$ cat src/rtl/tx_interface.sv
`default_nettype none
// ============================================================================
// Module   : tx_interface
// Purpose  : Return-path framer for the UART calculator. Latches one ALU
//            result on a rising edge of the result-valid strobe and hands it
//            to the UART tx core LSB byte first, one start pulse per byte,
//            waiting for the transmitter's done edge between bytes.
// Revision : 1.0  initial release
// ============================================================================
module tx_interface #(
  parameter int DATA_BITS = 8,
  parameter int NUM_BYTES = 2
) (
  input  logic                           i_clk,
  input  logic                           i_rst,
  input  logic                           i_result_valid,
  input  logic [DATA_BITS*NUM_BYTES-1:0] i_result,
  input  logic                           i_tx_done,
  output logic                           o_tx_start,
  output logic [DATA_BITS-1:0]           o_tx_data,
  output logic                           o_busy,
  output logic                           o_overrun,
  output logic [3:0]                     o_state
);

  localparam int CNT_W = (NUM_BYTES > 1) ? $clog2(NUM_BYTES) : 1;
  localparam logic [CNT_W-1:0] LAST_BYTE = CNT_W'(NUM_BYTES - 1);

  localparam logic [3:0] ST_IDLE  = 4'b0001;
  localparam logic [3:0] ST_START = 4'b0010;
  localparam logic [3:0] ST_WAIT  = 4'b0100;
  localparam logic [3:0] ST_NEXT  = 4'b1000;

  logic [3:0]                     state;
  logic [DATA_BITS*NUM_BYTES-1:0] shift;
  logic [CNT_W-1:0]               byte_cnt;
  logic                           overrun;
  logic                           valid_d;
  logic                           done_d;
  logic                           rise_valid;
  logic                           rise_done;

  // Edge-detect history; deliberately not reset so a level held high
  // through reset is not mistaken for a fresh edge afterwards.
  always_ff @(posedge i_clk) begin
    valid_d <= i_result_valid;
    done_d  <= i_tx_done;
  end

  assign rise_valid = i_result_valid & ~valid_d;
  assign rise_done  = i_tx_done & ~done_d;

  // Framing FSM: latch result, pulse start per byte, advance on done edge.
  always_ff @(posedge i_clk) begin
    if (i_rst) begin
      state    <= ST_IDLE;
      shift    <= '0;
      byte_cnt <= '0;
      overrun  <= 1'b0;
    end else begin
      // A valid edge outside IDLE is dropped; only the sticky flag records it.
      if (rise_valid && (state != ST_IDLE)) begin
        overrun <= 1'b1;
      end
      case (state)
        ST_IDLE: begin
          if (rise_valid) begin
            shift    <= i_result;
            byte_cnt <= '0;
            overrun  <= 1'b0;
            state    <= ST_START;
          end
        end
        ST_START: begin
          state <= ST_WAIT;
        end
        ST_WAIT: begin
          if (rise_done) begin
            if (byte_cnt == LAST_BYTE) begin
              state <= ST_IDLE;
            end else begin
              state <= ST_NEXT;
            end
          end
        end
        ST_NEXT: begin
          shift    <= shift >> DATA_BITS;
          byte_cnt <= byte_cnt + CNT_W'(1);
          state    <= ST_START;
        end
        default: begin
          state <= ST_IDLE;
        end
      endcase
    end
  end

  // Outputs decode registered state only; no input-to-output paths.
  assign o_tx_start = (state == ST_START);
  assign o_tx_data  = shift[DATA_BITS-1:0];
  assign o_busy     = (state != ST_IDLE);
  assign o_overrun  = overrun;
  assign o_state    = state;

endmodule
`default_nettype wire

$ cat config.mk
export PLATFORM = sky130hd
export DESIGN_NAME = tx_interface
export DESIGN_NICKNAME = d
export VERILOG_FILES = /design/src/rtl/tx_interface.sv
export SDC_FILE = /design/constraint.sdc
export NUM_CORES = 1
export LEC_CHECK = 0
export ABC_AREA = 1
export BUFFER_PORTS_ARGS = -buffer_cell sky130_fd_sc_hd__buf_2
export CORE_MARGIN = 2
export CORE_UTILIZATION = 25
export CTS_CLUSTER_DIAMETER = 150
export DETAILED_ROUTE_END_ITERATION = 7
export PLACE_DENSITY = 0.54
export SETUP_SLACK_MARGIN = 0.02
export SKIP_CTS_REPAIR_TIMING = 1
export SYNTH_ARGS = -nofsm -noshare
export SYNTH_HDL_FRONTEND = slang
export SYNTH_SLANG_ARGS = --single-unit
$ cat constraint.sdc
create_clock -name i_clk -period 1.8 [get_ports i_clk]
set_clock_uncertainty 0.2 [all_clocks]
set_input_delay 0 -clock i_clk [delete_from_list [all_inputs] [get_ports i_clk]]
set_output_delay 0 -clock i_clk [all_outputs]
set_load 0.1 [all_outputs]
* Yosys cells after proc, flatten, opt, wreduce, memory -nomap -nowiden
Cells that the tools add are included.
** Storage, ports and cells
- Input bits :: 20
- Register bits :: 24
** Cells by class
- Bitwise operators :: 4
- Reduce and logical (&&, ||, !) cells :: 4
- Muxes and demuxes :: 11
- Equality and inequality tests :: 7
- $add $sub $neg :: 1
** Operators by type and width (number)
- $pmux W16 S2 :: 1
- $mux W16 :: 1
- $pmux W4 S4 :: 1
- $mux W4 :: 3
- $eq A4 B1 Y1 const B :: 1
- $eq A4 B2 Y1 const B :: 1
- $eq A4 B3 Y1 const B :: 1
- $eq A4 B4 Y1 const B :: 1
- $mux W1 :: 4
- $ne A2 B2 Y1 const B :: 2
- $ne A4 B1 Y1 const B :: 1
- $reduce_and A2 Y1 :: 2
- $and A1 B1 Y1 :: 2
- $not A1 Y1 :: 2
- $pmux W1 S2 :: 1
- $reduce_bool A2 Y1 :: 1
- $add A1 B1 Y1 const B :: 1
- $logic_and A1 B1 Y1 :: 1

* Depth between registers and ports, before layout
- Word-level depth :: 6
- Gate-level depth with buffers :: 8
- Mapped depth without buffers :: 7

* Least setup slack after synthesis
Ideal clock, no wire load.
- Kind :: reg-to-reg
- Start point :: register state[0] (netlist: o_state[0])
- End point :: register shift[11]
- Period minus slack after synthesis :: 2.369 ns
- Setup slack :: -0.569 ns
- Path buffers :: 0
- Arrival time :: 2.099 ns
- Stages on the path, launching flop included :: 7
- Cell sequence :: dfxtp_1 inv_2 nor2_4 nand2_2 nor2_4 nand2_1 a21oi_1
** Between the ends
- Longest elaborated chain between the ends :: 3
- Elaborated cells on any way between the ends :: 6
- Those cells by class :: 3 x eq/ne; 1 x mux; 2 x reduce/logical
** Ends and longest elaborated chain
- start, declared :: RTL line 34 : logic [3:0] state;
- start signal, assigned :: RTL line 56 : state <= ST_IDLE;
- start signal, assigned :: RTL line 71 : state <= ST_START;
- start signal, assigned :: RTL line 75 : state <= ST_WAIT;
- $eq A4 B1 Y1 / $eq A4 B4 Y1 (equally long branches) :: RTL line 65 : case (state)
- $ne A2 B2 Y1 (no source line) / $reduce_bool A2 Y1 (equally long branches)
- $reduce_and A2 Y1 (no source line)
- end signal, assigned :: RTL line 68 : shift <= i_result;
- end signal, assigned :: RTL line 87 : shift <= shift >> DATA_BITS;
- end, declared :: RTL line 35 : logic [DATA_BITS*NUM_BYTES-1:0] shift;
Parallel ways exist; a longest one is shown, timed or not.
A chain may end at the register's enable or synchronous reset.

* Worst setup path after layout
- Start point :: register state[3] (netlist: o_state[3])
- End point :: output o_tx_start
** Between the ends
- Longest elaborated chain between the ends :: 1
** Ends and longest elaborated chain
- $eq A4 B2 Y1 :: RTL line 99 : assign o_tx_start = (state == ST_START);
- end, declared :: RTL line 19 : output logic o_tx_start,
No other way between the ends.

==> impl_metrics.yaml <==
status:
  status: "completed"
global_route:
  antenna_found_initial: 0
  gr-max-usage-layer: "met2"
  grt_overflow_total: 0
  met2_usage: 0.156
  use_met3: 0.0264
  grt_use_met1: 0.144
  grt.total_usage: 0.103
  grt_max_degree: 24
  grt_first_pass_wirelength_um: 4190
  first_global_vias: 923
drt:
  dr.pass1.iters: 4
  drt-wirelength-per-cell_um: 10.2
  via_count: 1112
  wl_um: 2690
  avgViaCountPerCell: 4.23
  ant_nets: 0
  drc: 0
  drtIter0Drc: 40
worst_setup_path:
  regToRegSetupSlack_ps: 220
  reg2reg_to: "shift[2]"
  crit_type: "flip-flop to output port"
  critPathMaxStageDelay_ps: 340
  timing.rr.start: "o_state[3]"
  path_cells: "nor2_2, nand3_1, clkinvlp_4, buf_12"
  worst_setup_path_start_kind: "flip-flop"
  required_ps: 1600
  crit_fanout: 4
  critPathArrivalTime_ps: 1430
  crit_path_end_kind: "output port"
  r2r_cells: 6
  crit_path_top_delay_cell: "dfxtp_2"
die:
  dieArea_um2: 5250
  dieHeight_um: 72.5
  num_rows: 24
  num_io_pins: 35
  die_width_um: 72.5
  core_area_um2: 4440
  start_util: 0.264
yosys:
  ys_seq_area_frac: 0.410
  syn_area_per_cell_um2: 7.06
  syn_nets: 186
  synth_area_leaders: "dfxtp_1, nand2_1, nand3_1"
  synthCells: 166
  synth.distinct_cells: 18
  synth-seq-cells: 24
  synth_area_leader_cell: "dfxtp_1"
  synth_top_area_frac: 0.410
  syn_area_um2: 1170
  ys_warn_count: 0
worst_hold_path:
  hold_class: "input port to flip-flop"
  hold_start: "i_tx_done"
  hold_end: "done_d"
  min_path_cells: 2
cells_and_area:
  num-fill-cells: 489
  antenna_cells: 0
  area_delta_synth_final_pct: 36.6
  mostFrequentLayoutCells: "nand2_1, buf_2, nand3_1"
  final_nets: 232
  drive_gt1_frac: 0.256
  layout_commonest_cell: "nand2_1"
timing:
  tightest_slew_ps: 498
  period_share: 0.905
  setup_viol: 0
  rsz0062_at_grt: "false"
  post-route-min-period_ps: 1630
  fmax_mhz: 614
  timing.hold.ws_ps: 181
  slew_violations: 0
  fin_setup_tns_ps: 0
  slew_headroom: 0.670
  finalHoldViolations: 0
clocking:
  clkSlewWorstSetupHoldPaths_ps: 90
  htreeDepth: 1
  clock-sinks: 24
  clk_latency_ps: 260
  cts_root_buffer: "clkbuf_8"
  cts_buffer_depth: 2
  tritoncts: "yes"
  numCtsBuffers: 3
placement:
  dp_hpwl_um: 1970
  gp_congestion: 0.779
  portBuffers: 34
flow_run:
  maxCapViolCount: 0
power_and_ir_drop:
  p_leak_nw: 0.790
  p_per_area_nw_per_um2: 891
  vdd_ir_drop_max_mv: 0.425
-- cells in the mapped netlist --
library cell	instances
nor3_1	1
dfxtp_1	24
nand3_1	25
nor2_1	20
nor2_4	3
nand2_2	1
o21ai_0	1
buf_4	9
nor2_2	2
buf_2	1
nand2_1	45
buf_6	3
nand2_4	1
o21bai_1	1
nand3_4	1
inv_2	2
inv_1	16
a21oi_1	10
-- power breakdown --
part	total, mW	switching (mW)	internal (mW)
Clock	0.472	0.175	0.297
Sequential	0.581	0.0181	0.562
Combinational	0.374	0.272	0.102
Total	1.43	0.465	0.962
-- worst max-delay path: cells and delay by family (launching register included) --
| family | cells | cell delay (ps) |
|---|---|---|
| buffers and inverters | 2 | 310 |
| flip-flops | 1 | 340 |
| AND/OR/NAND/NOR | 2 | 510 |
-- sequential cells by signal, indices dropped and copies added (netlist names), named ones only --
register / count
shift: 16
o_state: 4
byte_cnt: 1
done_d: 1
valid_d: 1
-- stage by stage --
stage                     cell area [um2]   util  total power [mW]  std cells  setup slack (ps)
final                                1600  0.360              1.43        263               170
after global routing                 1600  0.360              1.50        263              90.6
after CTS                            1410  0.318              1.41        244               161
after detailed placement             1340  0.302             0.939        240               236
after global placement               1340  0.302             0.938        240               231
after floorplan                      1190      -             0.891        166              43.8
-- area by class of cell --
class	count	area (um2)	area share
flip-flops and latches	24	488	0.305
multi-input cells	111	523	0.327
clock buffers	3	41.3	0.0258
inverters	18	71.3	0.0445
clock inverters	1	30.0	0.0187
repair buffers	54	383	0.239
well taps	52	65.1	0.0406
-- cell families after synthesis --
group	after synthesis	share of synthesized area
and+or+nand+nor	99	0.388
AOI/OAI and AO/OA	12	0.0534
buffers and inverters	31	0.148
DFF	24	0.410
-- worst max-delay path by stage --
stage | start | endpoint | slack [ps] | cells past startpoint
after detailed placement | o_state[2] | shift[2] | 240 | 6
after CTS | o_state[3] | o_tx_start | 160 | 4
after floorplan | o_state[3] | shift[0] | 40 | 8
after global routing | o_state[3] | o_tx_start | 90 | 4
final | o_state[3] | o_tx_start | 170 | 4
after global placement | o_state[2] | shift[4] | 230 | 6
-- per-layer routing --
layer  share of wire  routed length (um)  vias to the layer above
met3           0.041                 110                        2
met5               0                   0                        -
met2            0.43                1150                       24
li1                -                   -                      604
met1            0.52                1400                      482
met4           0.013                  34                        0
(Power assumes the default switching activity.)
